**src/rtl/voice_mixer.sv**
```systemverilog
// Time-multiplexed voice mixer: one voice is accumulated per clock,
// then the sum is scaled, saturated and re-centred as offset binary.
module voice_mixer #(
  parameter int NUM_VOICES  = 4,
  parameter int VOICE_BITS  = 12,
  parameter int GAIN_BITS   = 4,
  parameter int OUTPUT_BITS = 12
) (
  input  logic                             main_clk,
  input  logic                             rst,
  input  logic                             sample_tick,
  input  logic [NUM_VOICES*VOICE_BITS-1:0] voice_din,
  input  logic [NUM_VOICES*GAIN_BITS-1:0]  voice_gain,
  output logic [OUTPUT_BITS-1:0]           dout,
  output logic                             dout_valid,
  output logic                             clip,
  output logic                             busy,
  output logic                             overrun
);

  localparam int NV = NUM_VOICES;
  localparam int VB = VOICE_BITS;
  localparam int GB = GAIN_BITS;
  localparam int OB = OUTPUT_BITS;
  localparam int IW = (NV > 1) ? $clog2(NV) : 1;
  localparam int AW = VB + GB + $clog2(NV) + 1;
  localparam int SH = GB + VB - OB;

  localparam logic signed [AW-1:0] SMAX = AW'((1 << (OB-1)) - 1);
  localparam logic signed [AW-1:0] SMIN = ~SMAX;
  localparam logic [IW-1:0] LAST = IW'(NV - 1);

  typedef enum logic [1:0] {IDLE, ACCUM, DONE} state_t;

  state_t state_q, state_d;
  logic [VB-1:0] snap_din_q [NV];
  logic [GB-1:0] snap_gain_q [NV];
  logic [IW-1:0] idx_q, idx_d;
  logic signed [AW-1:0] acc_q, acc_d;
  logic [OB-1:0] dout_q, dout_d;
  logic valid_q, valid_d;
  logic clip_q, clip_d;
  logic ovr_q, ovr_d;
  logic load;

  logic [VB-1:0] cur_din;
  logic [GB-1:0] cur_gain;
  logic signed [VB:0] diff;
  logic signed [AW-1:0] diff_x, gain_x, term;
  logic signed [AW-1:0] shifted;
  logic signed [OB-1:0] sat;
  logic sat_hit;

  assign cur_din  = snap_din_q[idx_q];
  assign cur_gain = snap_gain_q[idx_q];
  // Re-centre around the midpoint so silence contributes nothing.
  assign diff   = $signed({1'b0, cur_din})
                - $signed({2'b01, {(VB-1){1'b0}}});
  assign diff_x = AW'(diff);
  assign gain_x = AW'($signed({1'b0, cur_gain}));
  assign term   = diff_x * gain_x;

  assign shifted = acc_q >>> SH;

  always_comb begin
    sat     = shifted[OB-1:0];
    sat_hit = 1'b0;
    if (shifted > SMAX) begin
      sat     = {1'b0, {(OB-1){1'b1}}};
      sat_hit = 1'b1;
    end else if (shifted < SMIN) begin
      sat     = {1'b1, {(OB-1){1'b0}}};
      sat_hit = 1'b1;
    end
  end

  always_comb begin
    state_d = state_q;
    idx_d   = idx_q;
    acc_d   = acc_q;
    dout_d  = dout_q;
    clip_d  = clip_q;
    valid_d = 1'b0;
    load    = 1'b0;
    ovr_d   = ovr_q | (sample_tick & (state_q != IDLE));
    unique case (state_q)
      IDLE: begin
        if (sample_tick) begin
          load    = 1'b1;
          acc_d   = '0;
          idx_d   = '0;
          state_d = ACCUM;
        end
      end
      ACCUM: begin
        acc_d = acc_q + term;
        idx_d = idx_q + 1'b1;
        if (idx_q == LAST) state_d = DONE;
      end
      DONE: begin
        dout_d  = {~sat[OB-1], sat[OB-2:0]};
        clip_d  = sat_hit;
        valid_d = 1'b1;
        state_d = IDLE;
      end
      default: state_d = IDLE;
    endcase
  end

  always_ff @(posedge main_clk or negedge rst) begin
    if (!rst) begin
      state_q <= IDLE;
      idx_q   <= '0;
      acc_q   <= '0;
      dout_q  <= {1'b1, {(OB-1){1'b0}}};
      valid_q <= 1'b0;
      clip_q  <= 1'b0;
      ovr_q   <= 1'b0;
    end else begin
      state_q <= state_d;
      idx_q   <= idx_d;
      acc_q   <= acc_d;
      dout_q  <= dout_d;
      valid_q <= valid_d;
      clip_q  <= clip_d;
      ovr_q   <= ovr_d;
    end
  end

  // Snapshot so input changes mid-mix cannot disturb the result.
  always_ff @(posedge main_clk or negedge rst) begin
    if (!rst) begin
      for (int i = 0; i < NV; i++) begin
        snap_din_q[i]  <= '0;
        snap_gain_q[i] <= '0;
      end
    end else if (load) begin
      for (int i = 0; i < NV; i++) begin
        snap_din_q[i]  <= voice_din[i*VB +: VB];
        snap_gain_q[i] <= voice_gain[i*GB +: GB];
      end
    end
  end

  assign dout       = dout_q;
  assign dout_valid = valid_q;
  assign clip       = clip_q;
  assign busy       = (state_q != IDLE);
  assign overrun    = ovr_q;

endmodule

```
**config.mk**
```make
export PLATFORM = sky130hd
export DESIGN_NAME = voice_mixer
export DESIGN_NICKNAME = d
export VERILOG_FILES = /design/src/rtl/voice_mixer.sv
export SDC_FILE = /design/constraint.sdc
export NUM_CORES = 1
export LEC_CHECK = 0
export CORE_MARGIN = 4
export CORE_UTILIZATION = 43
export DETAILED_ROUTE_END_ITERATION = 16
export GPL_TIMING_DRIVEN = 0
export HOLD_SLACK_MARGIN = 0.08
export SYNTH_ARGS = -nofsm -noshare
export SYNTH_HDL_FRONTEND = slang
export SYNTH_SLANG_ARGS = --single-unit
```
**constraint.sdc**
```tcl
create_clock -name main_clk -period 9.3 [get_ports main_clk]
set_clock_uncertainty 0.1 [all_clocks]
set_input_delay 1.86 -clock main_clk [delete_from_list [all_inputs] [get_ports main_clk]]
set_output_delay 1.86 -clock main_clk [all_outputs]
set_load 0.02 [all_outputs]
```
==> flow_metrics.env, run 1 <==
export IMPL_finalCritPeriodShare_pct=58.4
export IMPL_core_area_um2=15400
export IMPL_yosysSeqAreaShare_pct=37.5
export IMPL_clock_sinks=102
export IMPL_drive_above_1_share_pct=6.27
export IMPL_io_pins=83
export IMPL_cts_hold_buf=0
export IMPL_cts_buffers=9
export IMPL_synthSimpleGateAreaFrac_pct=20.7
export IMPL_synthFlopType="dfrtp_1"
export IMPL_area_delta_synth_final_pct=20.5
export IMPL_netlist_area_um2=6810
export IMPL_clockRootBuffer="clkbuf_16"
export IMPL_synth_xor_area_share_pct=2.68
export IMPL_ctsResizeCount=0
export IMPL_ys_async_sr_fraction_pct=100
export IMPL_vias=5084
export IMPL_grt_pass1_wl_um=26600
export IMPL_hold_path_class="flip-flop to flip-flop"
export IMPL_htreeDepth=3
export IMPL_wl_met2_um=7400
export IMPL_drt_antenna_violating_nets=0
export IMPL_worst_ep_required_time_ns=9.42
export IMPL_max_slew_margin_rel_pct=37.9
export IMPL_postLayoutCoreUtil_pct=53.4
export IMPL_finalNetCount=990
export IMPL_portBuffers=82
export IMPL_fmax_mhz=184
export IMPL_die_x_um=134
export IMPL_drt_iter0_drc=218
export IMPL_cp_start_kind="flip-flop"
export IMPL_wirelength_um=15600
export IMPL_yosysTopAreaCell="dfrtp_1"
export IMPL_chipHeight_um=134
export IMPL_rsz0062_at_grt="no"
export IMPL_tritoncts="yes"
export IMPL_worst_pin_slew_ns=0.929
export IMPL_status="completed"
export IMPL_fp_row_count=45
export IMPL_gr_total_overflow=0
export IMPL_synth_compound_area_share_pct=6.79
export IMPL_drv_slew=0
export IMPL_synth_area_leaders="dfrtp_1 37%, nand2_1 13%, fa_1 13%, ha_1 7.2%, mux4_2 5.3%"
export IMPL_synth_edf_count=0
export IMPL_dieArea_um2=17900
export IMPL_synth_seq_cells=102
export IMPL_end_kind="flip-flop"
export IMPL_hold_viol=0
export IMPL_path_max_fanout=9
export IMPL_antenna_found_initial=0
export IMPL_tns_ns=0
export IMPL_grt_total_usage_pct=18.5
export IMPL_r2r_setup_slack_ns=3.87
export IMPL_grt_max_degree=73
export IMPL_period_minus_slack_ns=5.43
export IMPL_wl_met1_um=7300
export IMPL_postCtsSetupRepairBufs=0
export IMPL_dr_pass1_iters=4
export IMPL_clkLatencyLatePin_ns=0.36
export IMPL_synth_top_area_share_pct=37.1
export IMPL_place_detailed_hpwl_um=12500
export IMPL_globalplace_congestion=0.849
export IMPL_startpoint="idx_q[0]"
export IMPL_hold_depth=1
export IMPL_reg2reg_to="acc_q[17]"
export IMPL_cap_violations=0
export IMPL_muxShareOfSynthArea_pct=5.29
export IMPL_wl_per_cell_um=14.8
export IMPL_final_setup_viol_count=0
export IMPL_antenna_cells=0
export IMPL_synthCells=746
export IMPL_grt_pass1_vias=5499
export IMPL_initial_core_util_pct=44.3
export IMPL_vias_per_cell=4.81
export IMPL_synth_top_family_by_area="simple AND/OR/NAND/NOR gates"
export IMPL_top_layer_used="met4"
export IMPL_drc=0
export IMPL_clk_pin_slew_ns=0.07
export IMPL_wl_met3_um=555
export IMPL_synth_avg_cell_area_um2=9.13
export IMPL_synth_nets=896
export IMPL_rr_worst_depth=16
export IMPL_yosys_area_share_adder_pct=20.1
export IMPL_endpoint="acc_q[17]"
export IMPL_hold_slack_ns=0.361
export IMPL_synth_distinct_cells=39
export IMPL_cp_arrival_ns=5.55
export IMPL_fill_cells=1419
export IMPL_yosys_warnings=0
export IMPL_cts_buffer_depth=2
export IMPL_timing_rr_start="idx_q[0]"
export IMPL_critPathKind="flip-flop to flip-flop"
## worst min-delay path by stage
stage	startpoint	endpoint	slack, ns
floorplan	snap_din_q[12]	snap_din_q[12]	0.34
finish	overrun	overrun	0.36
detailed placement	overrun	overrun	0.35
CTS	overrun	overrun	0.37
global route	snap_din_q[31]	snap_din_q[31]	0.39
global placement	overrun	overrun	0.34
## placed cells by master (no fill, tap or decap), drive strengths merged, types with 3 or more instances in the layout
| cell type | synthesis | final |
|---|---|---|
| mux4 | 16 | 16 |
| nand2 | 236 | 236 |
| nand3 | 21 | 21 |
| buf | 9 | 11 |
| a21o | 8 | 8 |
| o211ai | 3 | 3 |
| xnor2 | 12 | 12 |
| fa | 44 | 44 |
| clkbuf | 26 | 37 |
| dfrtp | 101 | 101 |
| xor2 | 8 | 8 |
| o31ai | 3 | 3 |
| clkinvlp | 0 | 3 |
| inv | 86 | 88 |
| nand2b | 6 | 6 |
| nor2 | 9 | 9 |
| o21ai | 38 | 38 |
| clkdlybuf4s50 | 0 | 81 |
| a21oi | 19 | 19 |
| ha | 39 | 39 |
| and2 | 42 | 42 |
| nor2b | 6 | 6 |
## sequential cells by signal, indices dropped and copies added (netlist names)
signal       flops
dout_valid       1
overrun          1
dout            12
snap_din_q      48
idx_q            2
snap_gain_q     16
state_q          2
acc_q           19
clip             1
## layer usage
| layer | vias to the layer above | global-route usage [%] |
|---|---|---|
| met1 | 2430 | 25.0 |
| met5 | - | 0 |
| met2 | 101 | 31.0 |
| li1 | 2534 | - |
| met3 | 19 | 2.48 |
| met4 | 0 | 6.34 |
## critical path, stage by stage, from the launching register on
cell,delay [ns]
dfrtp_1,0.36
buf_4,0.24
mux4_2,0.59
nor2b_1,0.75
fa_1,0.57
fa_1,0.51
inv_1,0.06
fa_1,0.52
inv_1,0.04
ha_1,0.27
buf_2,0.17
a21oi_2,0.17
nor2_1,0.08
a2111oi_0,0.46
a21oi_1,0.16
xnor2_1,0.16
o21ai_1,0.07
## cells in the mapped netlist (2+ instances only)
| library cell | instances |
|---|---|
| mux4_2 | 16 |
| nand3_1 | 21 |
| and2_1 | 42 |
| ha_1 | 39 |
| buf_4 | 3 |
| nand4_1 | 2 |
| o211ai_2 | 2 |
| o31ai_1 | 2 |
| o21ai_0 | 24 |
| o21a_1 | 2 |
| xor2_1 | 8 |
| nand2_1 | 236 |
| a21o_1 | 8 |
| nor2b_1 | 6 |
| a31oi_1 | 2 |
| dfrtp_1 | 101 |
| clkbuf_1 | 26 |
| a21oi_1 | 17 |
| o21ai_1 | 13 |
| nor2_1 | 9 |
| xnor2_1 | 11 |
| nand2b_1 | 6 |
| a21oi_2 | 2 |
| inv_1 | 85 |
| fa_1 | 44 |
| buf_2 | 6 |
## area by class of cell
cell class | count | area (um^2) | area share [%]
timing repair buffer | 83 | 846 | 10.3
multi-input combinational | 523 | 3790 | 46.1
clock inverter | 5 | 42.5 | 0.518
sequential | 102 | 2550 | 31.1
clock buffer | 11 | 243 | 2.96
tap | 211 | 264 | 3.22
inverter | 86 | 323 | 3.93
buffer | 35 | 150 | 1.83
## cells by family after synthesis
family	after synthesis
AOI/OAI and AO/OA	77
xor gates and xnor gates	20
adders and majority gates	83
buffers and inverters	121
DFF	102
muxes	16
and+or+nand+nor	327
## per-stage QoR
step	std cells	cell area [um^2]	setup WS [ns]
3_5_place_dp	1040	7920	3.90
5_1_grt	1056	8210	3.57
2_1_floorplan	746	6810	4.56
6_report	1056	8210	3.87
3_3_place_gp	1039	7900	2.46
4_1_cts	1056	8210	3.85
Power of run 1 is left out: the tool's default activity adds up to more than one toggle a clock period on the data nets, which glitch-free logic cannot reach.
==> run 2: changes to the inputs <==
- clock period: 9.3 -> 5.4 ns (I/O delays scaled with it)
==> flow_metrics.env, run 2 (same netlist as run 1, synthesis figures left out) <==
export IMPL_status="completed"
export IMPL_largest_register="snap_din_q"
export IMPL_final_cell_mix="236 x nand2_1, 101 x dfrtp_1, 85 x inv_1"
export IMPL_worst_pin_slew_ns=0.598
export IMPL_clkLatencyLatePin_ns=0.36
export IMPL_vias=5111
export IMPL_max_slew_margin_rel_pct=60.2
export IMPL_rsz0062_at_grt="no"
export IMPL_gr_total_overflow=0
export IMPL_vias_per_cell=4.84
export IMPL_grt_pass1_wl_um=26700
export IMPL_cp_start_kind="flip-flop"
export IMPL_worst_ep_required_time_ns=5.52
export IMPL_drc=0
export IMPL_cp_arrival_ns=5.28
export IMPL_drive_above_1_share_pct=6.63
export IMPL_dr_pass1_iters=4
export IMPL_period_minus_slack_ns=5.16
export IMPL_area_delta_synth_final_pct=20.6
export IMPL_grt_total_usage_pct=18.6
export IMPL_hold_slack_ns=0.361
export IMPL_hold_path_class="flip-flop to flip-flop"
export IMPL_cts_hold_buf=0
export IMPL_cap_violations=0
export IMPL_chipHeight_um=134
export IMPL_fmax_mhz=194
export IMPL_end_kind="flip-flop"
export IMPL_antenna_found_initial=0
export IMPL_reg_top3="snap_din_q x48, acc_q x19, snap_gain_q x16"
export IMPL_grt_pass1_vias=5501
export IMPL_hold_viol=0
export IMPL_wirelength_um=15600
export IMPL_clk_pin_slew_ns=0.07
export IMPL_place_detailed_hpwl_um=12500
export IMPL_htreeDepth=3
export IMPL_die_x_um=134
export IMPL_globalplace_congestion=0.849
export IMPL_critPathKind="flip-flop to flip-flop"
export IMPL_clockRootBuffer="clkbuf_16"
export IMPL_core_area_um2=15400
export IMPL_fill_cells=1416
export IMPL_finalNetCount=990
export IMPL_drv_slew=0
export IMPL_finalCritPeriodShare_pct=95.6
export IMPL_largest_reg_flops=48
export IMPL_clock_sinks=102
export IMPL_antenna_cells=0
export IMPL_final_setup_viol_count=0
export IMPL_dpl_cell_count=1040
export IMPL_grt_max_degree=73
export IMPL_drt_iter0_drc=215
export IMPL_portBuffers=82
export IMPL_postCtsSetupRepairBufs=0
export IMPL_io_pins=83
export IMPL_initial_core_util_pct=44.3
export IMPL_pre_cts_ws_ns=0.00411
export IMPL_dieArea_um2=17900
export IMPL_setup_ws_ns=0.238
export IMPL_final_cells=1056
export IMPL_cts_buffers=9
export IMPL_path_max_fanout=9
export IMPL_drt_antenna_violating_nets=0
export IMPL_cts_buffer_depth=2
export IMPL_tritoncts="yes"
export IMPL_wl_per_cell_um=14.8
export IMPL_fp_row_count=45
export IMPL_layout_commonest_cell="nand2_1"
## run 2: cell counts in the layout (fill, tap and decap cells not counted)
No cell type changed its count.
## run 2: what timing repair did
action | CTS | global route
hold endpoints to repair | 0 | 0
setup endpoints to repair | 1 | 5
resized for setup | 2 | 3
cloned | 0 | 0
## run 2: final cells by class
| class | instances | area [um^2] | area share (%) |
|---|---|---|---|
| multi-input combinational | 523 | 3800 | 46.2 |
| sequential | 102 | 2550 | 31.1 |
| timing repair buffer | 83 | 846 | 10.3 |
| inverter | 86 | 323 | 3.93 |
| tap | 211 | 264 | 3.21 |
| clock buffer | 11 | 243 | 2.95 |
| buffer | 35 | 151 | 1.84 |
| clock inverter | 5 | 42.5 | 0.518 |
## run 2: through the flow
stage	TNS (ns)	utilization, %	area, um^2
3_5_place_dp	0	51.6	7920
5_1_grt	0	53.5	8220
2_1_floorplan	0	-	6810
6_report	0	53.5	8220
3_3_place_gp	-64.43	51.4	7900
4_1_cts	0	53.4	8210
## run 2: worst paths after layout
path	startpoint	to	slack, ns	cells after the start
max	idx_q[0]	acc_q[17]	0.24	16
min	overrun	overrun	0.36	1
max reg2reg	idx_q[0]	acc_q[17]	0.24	16
min reg2reg	overrun	overrun	0.36	1
max in group asynchronous	rst	snap_din_q[19]	3.95	2
min in group asynchronous	rst	dout[0]	0.54	1
## run 2: per-layer routing
| metal | GRT usage, % | wire length (um) | share of wire [%] |
|---|---|---|---|
| met4 | 6.34 | 282 | 1.8 |
| met3 | 2.51 | 707 | 4.5 |
| met2 | 31.0 | 7420 | 47 |
| met1 | 25.1 | 7230 | 46 |
| met5 | 0 | 0 | 0 |
## run 2: worst max-delay path, cell delays in order, from the launching register on
cell and delay (ns):
dfrtp_1 0.36, buf_4 0.24, mux4_2 0.62, nor2b_2 0.48, fa_1 0.53, fa_1 0.50
inv_1 0.06, fa_1 0.52, inv_1 0.04, ha_1 0.27, buf_2 0.17, a21oi_2 0.17
nor2_1 0.08, a2111oi_0 0.47, a21oi_1 0.16, xnor2_1 0.16, o21ai_1 0.07
Power of run 2 is left out for the same reason.
